--- src/rtl/store_serializer.sv ---
// store_serializer: narrows a 32-bit store into byte beats on an 8-bit
// data-memory write port. Little-endian: byte k of the data goes to base+k.
//
// Ports:
//   CLK, Reset          clock, asynchronous active-high reset
//   req_valid/req_ready store request handshake (ready only while idle)
//   req_addr/data/size  store byte address, data, size (00 B, 01 H, 10 W, 11 illegal)
//   mem_we/addr/wdata   one byte write per beat, held until mem_ack
//   mem_ack             memory accepts the current beat at this edge
//   done                one-cycle pulse after the last beat is accepted
//   err                 one-cycle pulse for a misaligned or illegal request
module store_serializer #(
    parameter int unsigned ADDR_W = 32
) (
    input  logic              CLK,
    input  logic              Reset,
    input  logic              req_valid,
    output logic              req_ready,
    input  logic [ADDR_W-1:0] req_addr,
    input  logic [31:0]       req_data,
    input  logic [1:0]        req_size,
    output logic              mem_we,
    output logic [ADDR_W-1:0] mem_addr,
    output logic [7:0]        mem_wdata,
    input  logic              mem_ack,
    output logic              done,
    output logic              err
);

    localparam int unsigned DATA_W = 32;

    typedef enum logic [1:0] {
        IDLE  = 2'd0,
        WRITE = 2'd1,
        DONE  = 2'd2,
        ERR   = 2'd3
    } state_t;

    state_t              state;
    logic [1:0]          idx;
    logic [ADDR_W-1:0]   base;
    logic [DATA_W-1:0]   data;
    logic [1:0]          size;

    logic                req_ok;
    logic [1:0]          last_idx;
    logic [1:0]          next_idx;

    // Alignment / legality of the incoming request
    always_comb begin
        req_ok = 1'b1;
        case (req_size)
            2'b00:   req_ok = 1'b1;
            2'b01:   req_ok = ~req_addr[0];
            2'b10:   req_ok = (req_addr[1:0] == 2'b00);
            default: req_ok = 1'b0;
        endcase
    end

    // Index of the final beat for the latched size
    always_comb begin
        last_idx = 2'd3;
        case (size)
            2'b00:   last_idx = 2'd0;
            2'b01:   last_idx = 2'd1;
            default: last_idx = 2'd3;
        endcase
    end

    assign next_idx = idx + 2'd1;

    // Control FSM; every output is a register loaded one edge ahead
    always_ff @(posedge CLK or posedge Reset) begin
        if (Reset) begin
            state     <= IDLE;
            idx       <= 2'd0;
            base      <= '0;
            data      <= '0;
            size      <= 2'd0;
            req_ready <= 1'b1;
            mem_we    <= 1'b0;
            mem_addr  <= '0;
            mem_wdata <= 8'd0;
            done      <= 1'b0;
            err       <= 1'b0;
        end else begin
            done <= 1'b0;
            err  <= 1'b0;
            case (state)
                IDLE: begin
                    if (req_valid && req_ready) begin
                        base      <= req_addr;
                        data      <= req_data;
                        size      <= req_size;
                        idx       <= 2'd0;
                        req_ready <= 1'b0;
                        if (req_ok) begin
                            state     <= WRITE;
                            mem_we    <= 1'b1;
                            mem_addr  <= req_addr;
                            mem_wdata <= req_data[7:0];
                        end else begin
                            state <= ERR;
                            err   <= 1'b1;
                        end
                    end
                end
                WRITE: begin
                    if (mem_ack) begin
                        if (idx == last_idx) begin
                            state     <= DONE;
                            idx       <= 2'd0;
                            mem_we    <= 1'b0;
                            mem_addr  <= '0;
                            mem_wdata <= 8'd0;
                            done      <= 1'b1;
                        end else begin
                            idx       <= next_idx;
                            mem_addr  <= base + ADDR_W'(next_idx);
                            mem_wdata <= data[{next_idx, 3'b000} +: 8];
                        end
                    end
                end
                DONE, ERR: begin
                    state     <= IDLE;
                    req_ready <= 1'b1;
                end
                default: begin
                    state     <= IDLE;
                    req_ready <= 1'b1;
                end
            endcase
        end
    end

endmodule
--- config.mk ---
export PLATFORM = sky130hd
export DESIGN_NAME = store_serializer
export DESIGN_NICKNAME = d
export VERILOG_FILES = /design/src/rtl/store_serializer.sv
export SDC_FILE = /design/constraint.sdc
export NUM_CORES = 1
export LEC_CHECK = 0
export ABC_AREA = 0
export CAP_MARGIN = 20
export CORE_ASPECT_RATIO = 0.75
export CORE_UTILIZATION = 50
export DETAILED_ROUTE_END_ITERATION = 8
export GPL_ROUTABILITY_DRIVEN = 1
export PLACE_DENSITY = 0.88
export RECOVER_POWER = 25
export REMOVE_ABC_BUFFERS = 1
export SETUP_SLACK_MARGIN = 0.15
export SLEW_MARGIN = 40
export SYNTH_ARGS = -nofsm -noshare
export SYNTH_HDL_FRONTEND = slang
export SYNTH_SLANG_ARGS = --single-unit
--- constraint.sdc ---
create_clock -name CLK -period 4.5 [get_ports CLK]
set_input_delay 0.9 -clock CLK [delete_from_list [all_inputs] [get_ports CLK]]
set_output_delay 0.9 -clock CLK [all_outputs]
set_load 0.02 [all_outputs]
* Word-level counts from Yosys, hierarchy flattened *
Cells that the tools add are included.

word-level totals
  input bits = 70
  ROM bits = 0
  bits in writable memories = 0
  register bits after elaboration = 114
  memories = 0
  latch bits = 0
  logic and storage cells = 74

operators by class
  div/mod/pow operators = 0
  shift-type cells = 1
  $add $sub $neg = 2
  reduce and logical (&&, ||, !) cells = 14
  equality and inequality tests = 11
  mux-type cells = 34
  multipliers = 0
  $lt $le $gt $ge = 0
  bitwise logic cells = 1

operators with widths
  operator                                       count
  two-way mux 32 bit                             4
  case mux 32 bit (2 select lines)               1
  adder 32 x 2 -> 32 bit                         1
  two-way mux 8 bit                              4
  variable part select 32 x 6 -> 8 bit           1
  case mux 8 bit (2 select lines)                1
  two-way mux 2 bit                              7
  two-way mux 1 bit                              11
  zero test 2 bit                                4
  inequality test 2 bit, second input constant   4
  case mux 2 bit (2 select lines)                2
  == test 2 x 1 -> 1 bit, second input constant  3
  == test 2 bit, second input constant           3
  case mux 2 bit (3 select lines)                1
  AND reduction 3 bit                            2
  AND reduction 5 bit                            1
  case mux 1 bit (2 select lines)                2
  AND reduction 2 bit                            2
  AND reduction 4 bit                            1
  nonzero test 2 bit                             2
  case mux 1 bit (3 select lines)                1
  adder 2 x 1 -> 2 bit, second input constant    1
  == test 2 bit                                  1
  OR reduction 2 bit                             1
  other kinds (2)                                2

* Longest topological paths before layout *
Gate-level depths: netlist of run 1.

  word-level depth = 6
  gate-level depth with buffers = 10

* Least setup slack after synthesis of run 1 *
OpenSTA, ideal clock, no wires.

  kind = register to register
  from = register idx[1]
  to = register mem_addr[14]
  library setup time = 0.126 ns
  setup slack = 2.000 ns
  cell stages (with the launch flop) = 10
  arrival = 2.374 ns
  period minus slack after synthesis = 2.500 ns
  cell sequence = dfrtp_1 -> buf_1 -> xor2_1 -> inv_1 -> fa_1 -> and2b_1 -> and2_1 -> nand2_1 -> xnor2_1 -> a221o_1

between the ends
  cells in the longest elaborated chain, start to end = 5
  elaborated cells on any way between the ends = 6

ends and longest elaborated chain
  what                                  line  text
  start, declared                       40    logic [1:0] idx;
  start signal, assigned                118   idx <= next_idx;
  adder 2 x 1 -> 2 bit                  70    assign next_idx = idx + 2'd1;
  adder 32 x 2 -> 32 bit                119   mem_addr <= base + ADDR_W'(next_idx);
  two-way mux 32 bit (*)                110   if (idx == last_idx) begin
  two-way mux 32 bit (*)                109   if (mem_ack) begin
  case mux 32 bit (2 select lines) (*)  89    case (state)
  end signal, assigned                  100   mem_addr <= req_addr;
  end signal, assigned                  119
  end, declared                         23    output logic [ADDR_W-1:0] mem_addr,

Every way passes the cells marked *; elsewhere a longest branch is shown, timed or not. The select of a mux whose other input is x is not followed.
A chain may end at the register's enable or synchronous reset.

* Worst setup path after layout of run 1 *
  from = register idx[0]
  to = register mem_addr[14]

The elaborated chain is that of the path after synthesis.

==> metrics.csv, run 1 <==
metric,value,unit
status,finished with violations,
violations,"capacitance limit, slew limit",
crit_type,flip-flop to flip-flop,
r2r_cells,8,
holdWs,0.477,ns
wl_per_cell,19.2,um
totalWireLength,16.5,mm
ios,114,
port_buffers,113,
drv_cap,1,
row_count,33,
crit_path_top_delay_cell,dfrtp_1,
rr_endpoint,mem_addr[14],
htreeDepth,4,
drt_pre_antenna_iters,6,
synth_xor_area_frac,0.0502,
drcViolationCount,0,
min-delay-start,data[18],
cts_setup_buffers,0,
leakage,0.00329,uW
cts_root_buf,clkbuf_16,
switchingPower,2240,uW
grt_usage,0.304,
crit-reg2reg-launch,idx[0],
synth_mux_area_frac,0.0340,
grt_max_degree,68,
clk_latency,0.42,ns
most-common-layout-cells,"nand2_1, dfrtp_1, clkdlybuf4s50_1",
power_frac_comb,0.396,
rsz0062_at_grt,no,
seq_area_frac_synth,0.511,
fin_util,0.683,
place.gp.congestion,0.831,
grt_pass1_wl,26.3,mm
crit_path_max_fanout,13,
dp_hpwl,9.99,mm
synth_edf_count,0,
worstHoldPathType,flip-flop to flip-flop,
power.internal,3420,uW
period_share,0.677,
dp_slack,1.23,ns
die_y,93.5,um
p_seq_frac,0.347,
hold_violations,0,
cts.sinks,114,
worst_slew_margin_rel,-0.427,
path_clk_slew,0.05,ns
core_area,0.0109,mm^2
crit_chain,xor2_1 -> inv_1 -> fa_1 -> and2b_1 -> and2_1 -> nand2_1 -> xnor2_1 -> a221o_1,
final_common_cell,nand2_1,
maxSlewViolCount,48,
route.vias.total,5124,
postLayoutSetupSlackWorst,1.45,ns
powerDensity,761,mW/mm^2
switching_share,0.395,
ir_worst_vdd,0.347,mV
crit_cells,8,
tightest_slew,2.13,ns
setup_viol,0,
die_area,0.0116,mm^2
crit_family,flip-flops,
synth_compound_area_frac,0.0972,
r2r_slack,1.45,ns
postSynth.asyncResetShare,1.00,
synthSimpleGateAreaFrac,0.263,
grt_pass1_vias,5280,
syn_area,0.00559,mm^2
synth_cell_types,58,
ctsHoldBuffers,0,
hold_depth,2,
grt.overflow.total,0,
tritoncts,done,
clock_skew,0.00891,ns
ys_ff_latch,114,
cp-start-kind,flip-flop,
avgSynthCellArea,9.23,um^2
synth_ff_type,dfrtp_1,
worstPathArrival,3.35,ns
start_util,0.513,
netlist_instances,605,
nNetsFinal,781,
period_minus_slack,3.05,ns
drt_iter0_markers,528,
antenna_left,0,
die_w,124,um
critPathBufInv,1,
viasPerCell,5.95,
hold_end,data[18],
synth_top_family_by_area,simple AND/OR/NAND/NOR gates,
cp-end-kind,flip-flop,
cts_resized,0,
slowest_delay,0.84,ns
clkPwrFrac,0.257,
yosys.area_share.adder,0.00806,
yosysWarnings,0,
drive_above_1_share,0.0999,
syn2layout_area_growth,33.3,%
fmax,328,MHz
insertedDiodeCount,0,
antenna_found_initial,0,
clk_path_buf_depth,2,
required,4.80,ns
numCtsBuffers,17,
[per-layer routing]
metal / track usage / part of all wire / up-vias
li1: - / - / 2238
met5: 0 / 0 / -
met1: 0.378 / 0.39 / 2495
met3: 0.0896 / 0.090 / 76
met4: 0.175 / 0.043 / 0
met2: 0.472 / 0.48 / 315
[worst register-to-register path, delay by kind of cell, from the launching register on]
kind / cells / cell delay [ns]
AOI/OAI and AO/OA: 1 / 0.31
buffers and inverters: 1 / 0.12
and+or+nand+nor: 3 / 0.79
adders and majority gates: 1 / 0.43
DFF: 1 / 0.84
xor gates and xnor gates: 2 / 0.45
[registers in the layout, indices dropped and copies added (netlist names)]
signal	cells
size	2
done	1
base	32
req_ready	1
mem_addr	32
state	2
idx	2
data	32
err	1
mem_we	1
mem_wdata	8
[kinds of logic after synthesis]
family,count (synthesis)
compound gates,80
xor+xnor,32
fa+ha+maj,3
buf+inv,46
flops,114
mux,9
simple gates,321
[Yosys cell counts, drive strengths merged, types with 3 or more instances]
library cell / instances / area share
nand2: 238 / 0.16
dfrtp: 113 / 0.51
o21ai: 27 / 0.024
buf: 21 / 0.020
nor2: 21 / 0.014
a21oi: 19 / 0.018
xnor2: 19 / 0.030
clkbuf: 16 / 0.011
nand3: 14 / 0.015
xor2: 13 / 0.020
o221ai: 12 / 0.019
inv: 9 / 0.0060
nand4: 9 / 0.011
nor4: 9 / 0.022
mux4: 8 / 0.032
nor3b: 7 / 0.0094
nor3: 5 / 0.0054
a22oi: 4 / 0.0054
a32oi: 4 / 0.0063
and4: 4 / 0.0067
and2: 3 / 0.0034
[how the worst max path moves through the flow]
stage,from,endpoint
finish,idx[0],mem_addr[14]
global route,idx[0],mem_addr[26]
CTS,idx[0],mem_addr[22]
detailed placement,req_addr[0],mem_addr[21]
global placement,req_addr[0],mem_addr[21]
floorplan,req_valid,mem_addr[3]
[per-stage QoR]
stage	cells	cell area, um^2	TNS (ns)	power (uW)
2_1_floorplan	568	5410	-167.54	3220
3_5_place_dp	829	6820	0	4110
3_3_place_gp	829	6820	0	3980
5_1_grt	861	7450	0	5940
4_1_cts	861	7450	0	5630
6_report	861	7450	0	5660
[power groups by stage]
stage	registers, uW	logic (uW)	clock network (uW)
4_1_cts	1950	2230	1450
5_1_grt	2010	2430	1500
2_1_floorplan	2020	1190	0
6_report	1970	2240	1450
3_3_place_gp	1910	2070	0
3_5_place_dp	1950	2160	0
[cell type report]
| cell class | count | area (um^2) |
|---|---|---|
| clock buffers | 23 | 478 |
| clock inverters | 9 | 153 |
| fillers | 765 | 3450 |
| inverters | 9 | 35.0 |
| multi-input cells | 445 | 2550 |
| flip-flops and latches | 114 | 2850 |
| well taps | 140 | 175 |
| repair buffers | 121 | 1200 |
Note: power is estimated with default switching activity, not from simulation.
==> run 2: changes to the inputs <==
CORE_UTILIZATION = 47   (was 50)
PLACE_DENSITY = 0.87   (was 0.88)
clock period = 2.49 ns   (was 4.5 ns; I/O delays follow)
==> metrics.csv, run 2 (same netlist as run 1, synthesis figures left out) <==
metric,value,unit
ir_worst_vdd,0.695,mV
core_area,0.0116,mm^2
clk_path_buf_depth,2,
crit_path_max_fanout,5,
violations,"capacitance limit, slew limit",
p_seq_frac,0.346,
placed_area,0.00698,mm^2
most-common-layout-cells,"nand2_1, dfrtp_1, clkdlybuf4s50_1",
crit_family,simple AND/OR/NAND/NOR gates,
slowest_delay,0.41,ns
die_y,96.4,um
rsz0062_at_grt,no,
hold_violations,0,
syn2layout_area_growth,35.8,%
final_area,0.00758,mm^2
switching_share,0.395,
port_buffers,113,
path_clk_slew,0.05,ns
switchingPower,3930,uW
power.internal,6010,uW
drcViolationCount,0,
worst_slew_margin_rel,-0.196,
insertedDiodeCount,0,
die_area,0.0123,mm^2
worstHoldPathType,flip-flop to flip-flop,
start_util,0.483,
period_share,0.900,
power_frac_comb,0.428,
clkPwrFrac,0.226,
tightest_slew,1.79,ns
grt_usage,0.266,
route.vias.total,4978,
crit_type,flip-flop to flip-flop,
setup_viol,0,
clock_skew,0.00993,ns
worstPathArrival,2.53,ns
drt_pre_antenna_iters,7,
cts_root_buf,clkbuf_16,
postLayoutSetupSlackWorst,0.249,ns
dp_slack,0.0129,ns
totalWireLength,15.5,mm
place.gp.congestion,0.872,
row_count,34,
ios,114,
status,finished with violations,
antenna_found_initial,0,
viasPerCell,5.56,
crit_chain,inv_2 -> ha_1 -> inv_1 -> fa_2 -> and2b_4 -> and2_4 -> nand2_1 -> xnor2_1 -> a221o_1,
required,2.78,ns
maxSlewViolCount,41,
antenna_left,0,
biggestRegsByFlops,"base: 32 flops, data: 32 flops, mem_addr: 32 flops",
die_w,128,um
final_common_cell,nand2_1,
drv_cap,1,
period_minus_slack,2.24,ns
htreeDepth,4,
grt_max_degree,66,
drt_iter0_markers,438,
numCtsBuffers,17,
cts.sinks,114,
grt_pass1_wl,24.7,mm
nNetsFinal,795,
critPathBufInv,2,
fmax,446,MHz
wl_per_cell,17.3,um
grt_pass1_vias,4960,
drive_above_1_share,0.114,
holdWs,0.472,ns
crit_path_top_delay_cell,dfrtp_1,
fin_util,0.655,
leakage,0.00339,uW
tritoncts,done,
powerDensity,1310,mW/mm^2
cp-start-kind,flip-flop,
dp_hpwl,10.3,mm
grt.overflow.total,0,
clk_latency,0.41,ns
cp-end-kind,flip-flop,
==> run 2: changes by cell type in the layout (fill, tap and decap cells not counted), sizes merged, moves of 3 or more <==
cell      previous run  this run
clkbuf              23        26
bufinv               4         1
clkinvlp             4         1
buf                  8        22
==> run 2: worst register-to-register path, stage by stage, from the launching register on <==
cell	delay, ns
dfrtp_1	0.41
inv_2	0.09
ha_1	0.18
inv_1	0.06
fa_2	0.35
and2b_4	0.33
and2_4	0.19
nand2_1	0.06
xnor2_1	0.14
a221o_1	0.32
==> run 2: final timing paths <==
kind	from	to	slack, ns	cells past startpoint
setup / recovery	idx[0]	mem_addr[14]	0.25	9
hold / removal	data[30]	data[30]	0.47	2
setup reg to reg	idx[0]	mem_addr[14]	0.25	9
hold reg to reg	data[30]	data[30]	0.47	2
max in group asynchronous	Reset	data[14]	0.47	2
min in group asynchronous	Reset	mem_addr[1]	0.97	2
==> run 2: repair_timing <==
action,4_1_cts,5_1_grt
setup buffers,0,2
setup endpoints to repair,6,8
pin swaps,0,3
gates resized for setup,3,7
hold buffers,0,0
==> run 2: area by class of cell <==
| cell class | count | area, um^2 |
|---|---|---|
| clock inverters | 5 | 52.6 |
| well taps | 162 | 203 |
| clock buffers | 26 | 489 |
| repair buffers | 135 | 1360 |
| multi-input cells | 445 | 2590 |
| fillers | 898 | 3990 |
| inverters | 9 | 33.8 |
| flip-flops and latches | 114 | 2850 |
==> run 2: layer usage <==
| layer | vias up | GRT usage | share of wire | wire [um] |
|---|---|---|---|---|
| li1 | 2272 | - | - | - |
| met1 | 2415 | 0.348 | 0.43 | 6710 |
| met2 | 250 | 0.427 | 0.47 | 7280 |
| met3 | 41 | 0.0732 | 0.076 | 1180 |
| met4 | 0 | 0.100 | 0.023 | 355 |
| met5 | - | 0 | 0 | 0 |
==> run 2: power groups by stage <==
stage / registers [uW] / logic [uW] / clock network (uW)
final: 3440 / 4250 / 2250
after global placement: 3380 / 3930 / 0
after detailed placement: 3420 / 4120 / 0
after floorplan: 3650 / 2160 / 0
after CTS: 3420 / 4200 / 2270
after global routing: 3530 / 4600 / 2360
==> run 2: metrics by stage <==
step / cells / total power (uW) / TNS, ns
final: 896 / 9940 / 0
after global routing: 896 / 10500 / 0
after CTS: 894 / 9890 / 0
after detailed placement: 863 / 7540 / 0
after global placement: 863 / 7310 / 0
after floorplan: 568 / 5810 / -451.42
==> run 3: changes to the inputs <==
CAP_MARGIN = unset   (was 20)
PLACE_DENSITY = unset   (was 0.87)
PLACE_DENSITY_LB_ADDON = 0.2   (was unset)
SLEW_MARGIN = unset   (was 40)
==> metrics.csv, run 3 (same netlist as run 1, synthesis figures left out) <==
metric,value,unit
ios,114,
powerDensity,1330,mW/mm^2
ctsHoldBuffers,0,
grt.overflow.total,0,
grt_pass1_vias,4665,
ir_worst_vdd,0.671,mV
rr_endpoint,mem_addr[14],
grt_max_degree,66,
core_area,0.0116,mm^2
fin_util,0.657,
setup_viol,0,
hold_depth,2,
period_minus_slack,2.22,ns
row_count,34,
antenna_left,0,
die_y,96.4,um
worstHoldPathType,flip-flop to flip-flop,
tightest_slew,1.56,ns
status,finished with violations,
syn2layout_area_growth,36.1,%
cp-start-kind,flip-flop,
clk_path_buf_depth,2,
drive_above_1_share,0.124,
die_area,0.0123,mm^2
final_area,0.00760,mm^2
worstPathArrival,2.52,ns
clk_latency,0.41,ns
clock_skew,0.00683,ns
crit_path_max_fanout,5,
htreeDepth,4,
cp-end-kind,flip-flop,
hold_violations,0,
biggestRegsByFlops,"base: 32 flops, data: 32 flops, mem_addr: 32 flops",
most-common-layout-cells,"nand2_1, dfrtp_1, clkdlybuf4s50_1",
cts.sinks,114,
wl_per_cell,16.8,um
r2r_cells,9,
drv_cap,1,
grt_pass1_wl,24.1,mm
startpoint,idx[0],
period_share,0.892,
crit-reg2reg-launch,idx[0],
drcViolationCount,0,
dp_hpwl,10.2,mm
drt_pre_antenna_iters,5,
route.vias.total,4874,
leakage,0.00338,uW
grt_usage,0.261,
hold_end,data[26],
fin_setup_tns,0,ns
drt_iter0_markers,404,
place.gp.congestion,0.867,
maxSlewViolCount,29,
die_w,128,um
path_clk_slew,0.05,ns
min-delay-start,data[26],
worst_slew_margin_rel,-0.0460,
insertedDiodeCount,0,
violations,"capacitance limit, slew limit",
tritoncts,done,
crit_type,flip-flop to flip-flop,
antenna_found_initial,0,
rsz0062_at_grt,no,
viasPerCell,5.43,
required,2.79,ns
totalWireLength,15.1,mm
port_buffers,113,
r2r_slack,0.27,ns
cts_root_buf,clkbuf_16,
start_util,0.483,
placed_area,0.00698,mm^2
fmax,450,MHz
nNetsFinal,796,
numCtsBuffers,17,
final_common_cell,nand2_1,
==> run 3: cell count changes in the layout (fill, tap and decap cells not counted), moves of 2 or more <==
cell       delta
buf_12        -2
buf_4         +2
clkbuf_1      -3
nor4_2        +3
nor4_4        -3
bufinv_16     +2
==> run 3: layer usage <==
layer / global-route usage / up-vias / routed length (um) / share of wire
met5: 0 / - / 0 / 0
met4: 0.0980 / 0 / 256 / 0.017
met3: 0.0556 / 23 / 990 / 0.066
met2: 0.406 / 201 / 6890 / 0.46
met1: 0.364 / 2370 / 6930 / 0.46
li1: - / 2280 / - / -
==> run 3: layout make-up <==
class | instances | area (um^2)
Tap cell | 162 | 203
Fill cell | 941 | 3970
Clock inverter | 9 | 129
Inverter | 9 | 35.0
Multi-Input combinational cell | 445 | 2560
Clock buffer | 23 | 478
Sequential cell | 114 | 2850
Timing Repair Buffer | 136 | 1340
==> run 3: what timing repair did <==
item / CTS / global route
setup buffers: 0 / 0
setup endpoints to repair: 3 / 8
gates resized for setup: 2 / 5
pin swaps: 0 / 0
==> run 3: worst max path at each step <==
stage | to | depth (start not counted)
2_1_floorplan | mem_addr[3] | 4
3_3_place_gp | mem_addr[21] | 6
3_5_place_dp | mem_addr[22] | 6
4_1_cts | mem_addr[14] | 8
5_1_grt | mem_addr[14] | 9
6_report | mem_addr[14] | 9
==> run 3: where the power goes <==
part	switching [uW]	leakage, uW	internal [uW]	total, uW
Sequential	730	0.00144	2710	3440
Clock	833	0.000293	1650	2480
Combinational	2310	0.00165	1860	4170
==> run 3: worst max-delay path, cell delays in order, from the launching register on <==
cell	delay [ns]
dfrtp_1	0.42
inv_2	0.10
ha_1	0.17
inv_1	0.06
fa_2	0.35
and2b_2	0.27
and2_4	0.19
nand2_1	0.08
xnor2_1	0.15
a221o_1	0.31
==> run 3: metrics by stage <==
stage,worst slack (ns),power (uW),cells,hold slack [ns]
6_report,0.270,10100,898,0.470
5_1_grt,0.150,10700,898,0.492
4_1_cts,0.140,10100,898,0.469
3_5_place_dp,0.115,7570,866,0.458
3_3_place_gp,0.193,7400,866,0.455
2_1_floorplan,-4.08,5810,568,0.440
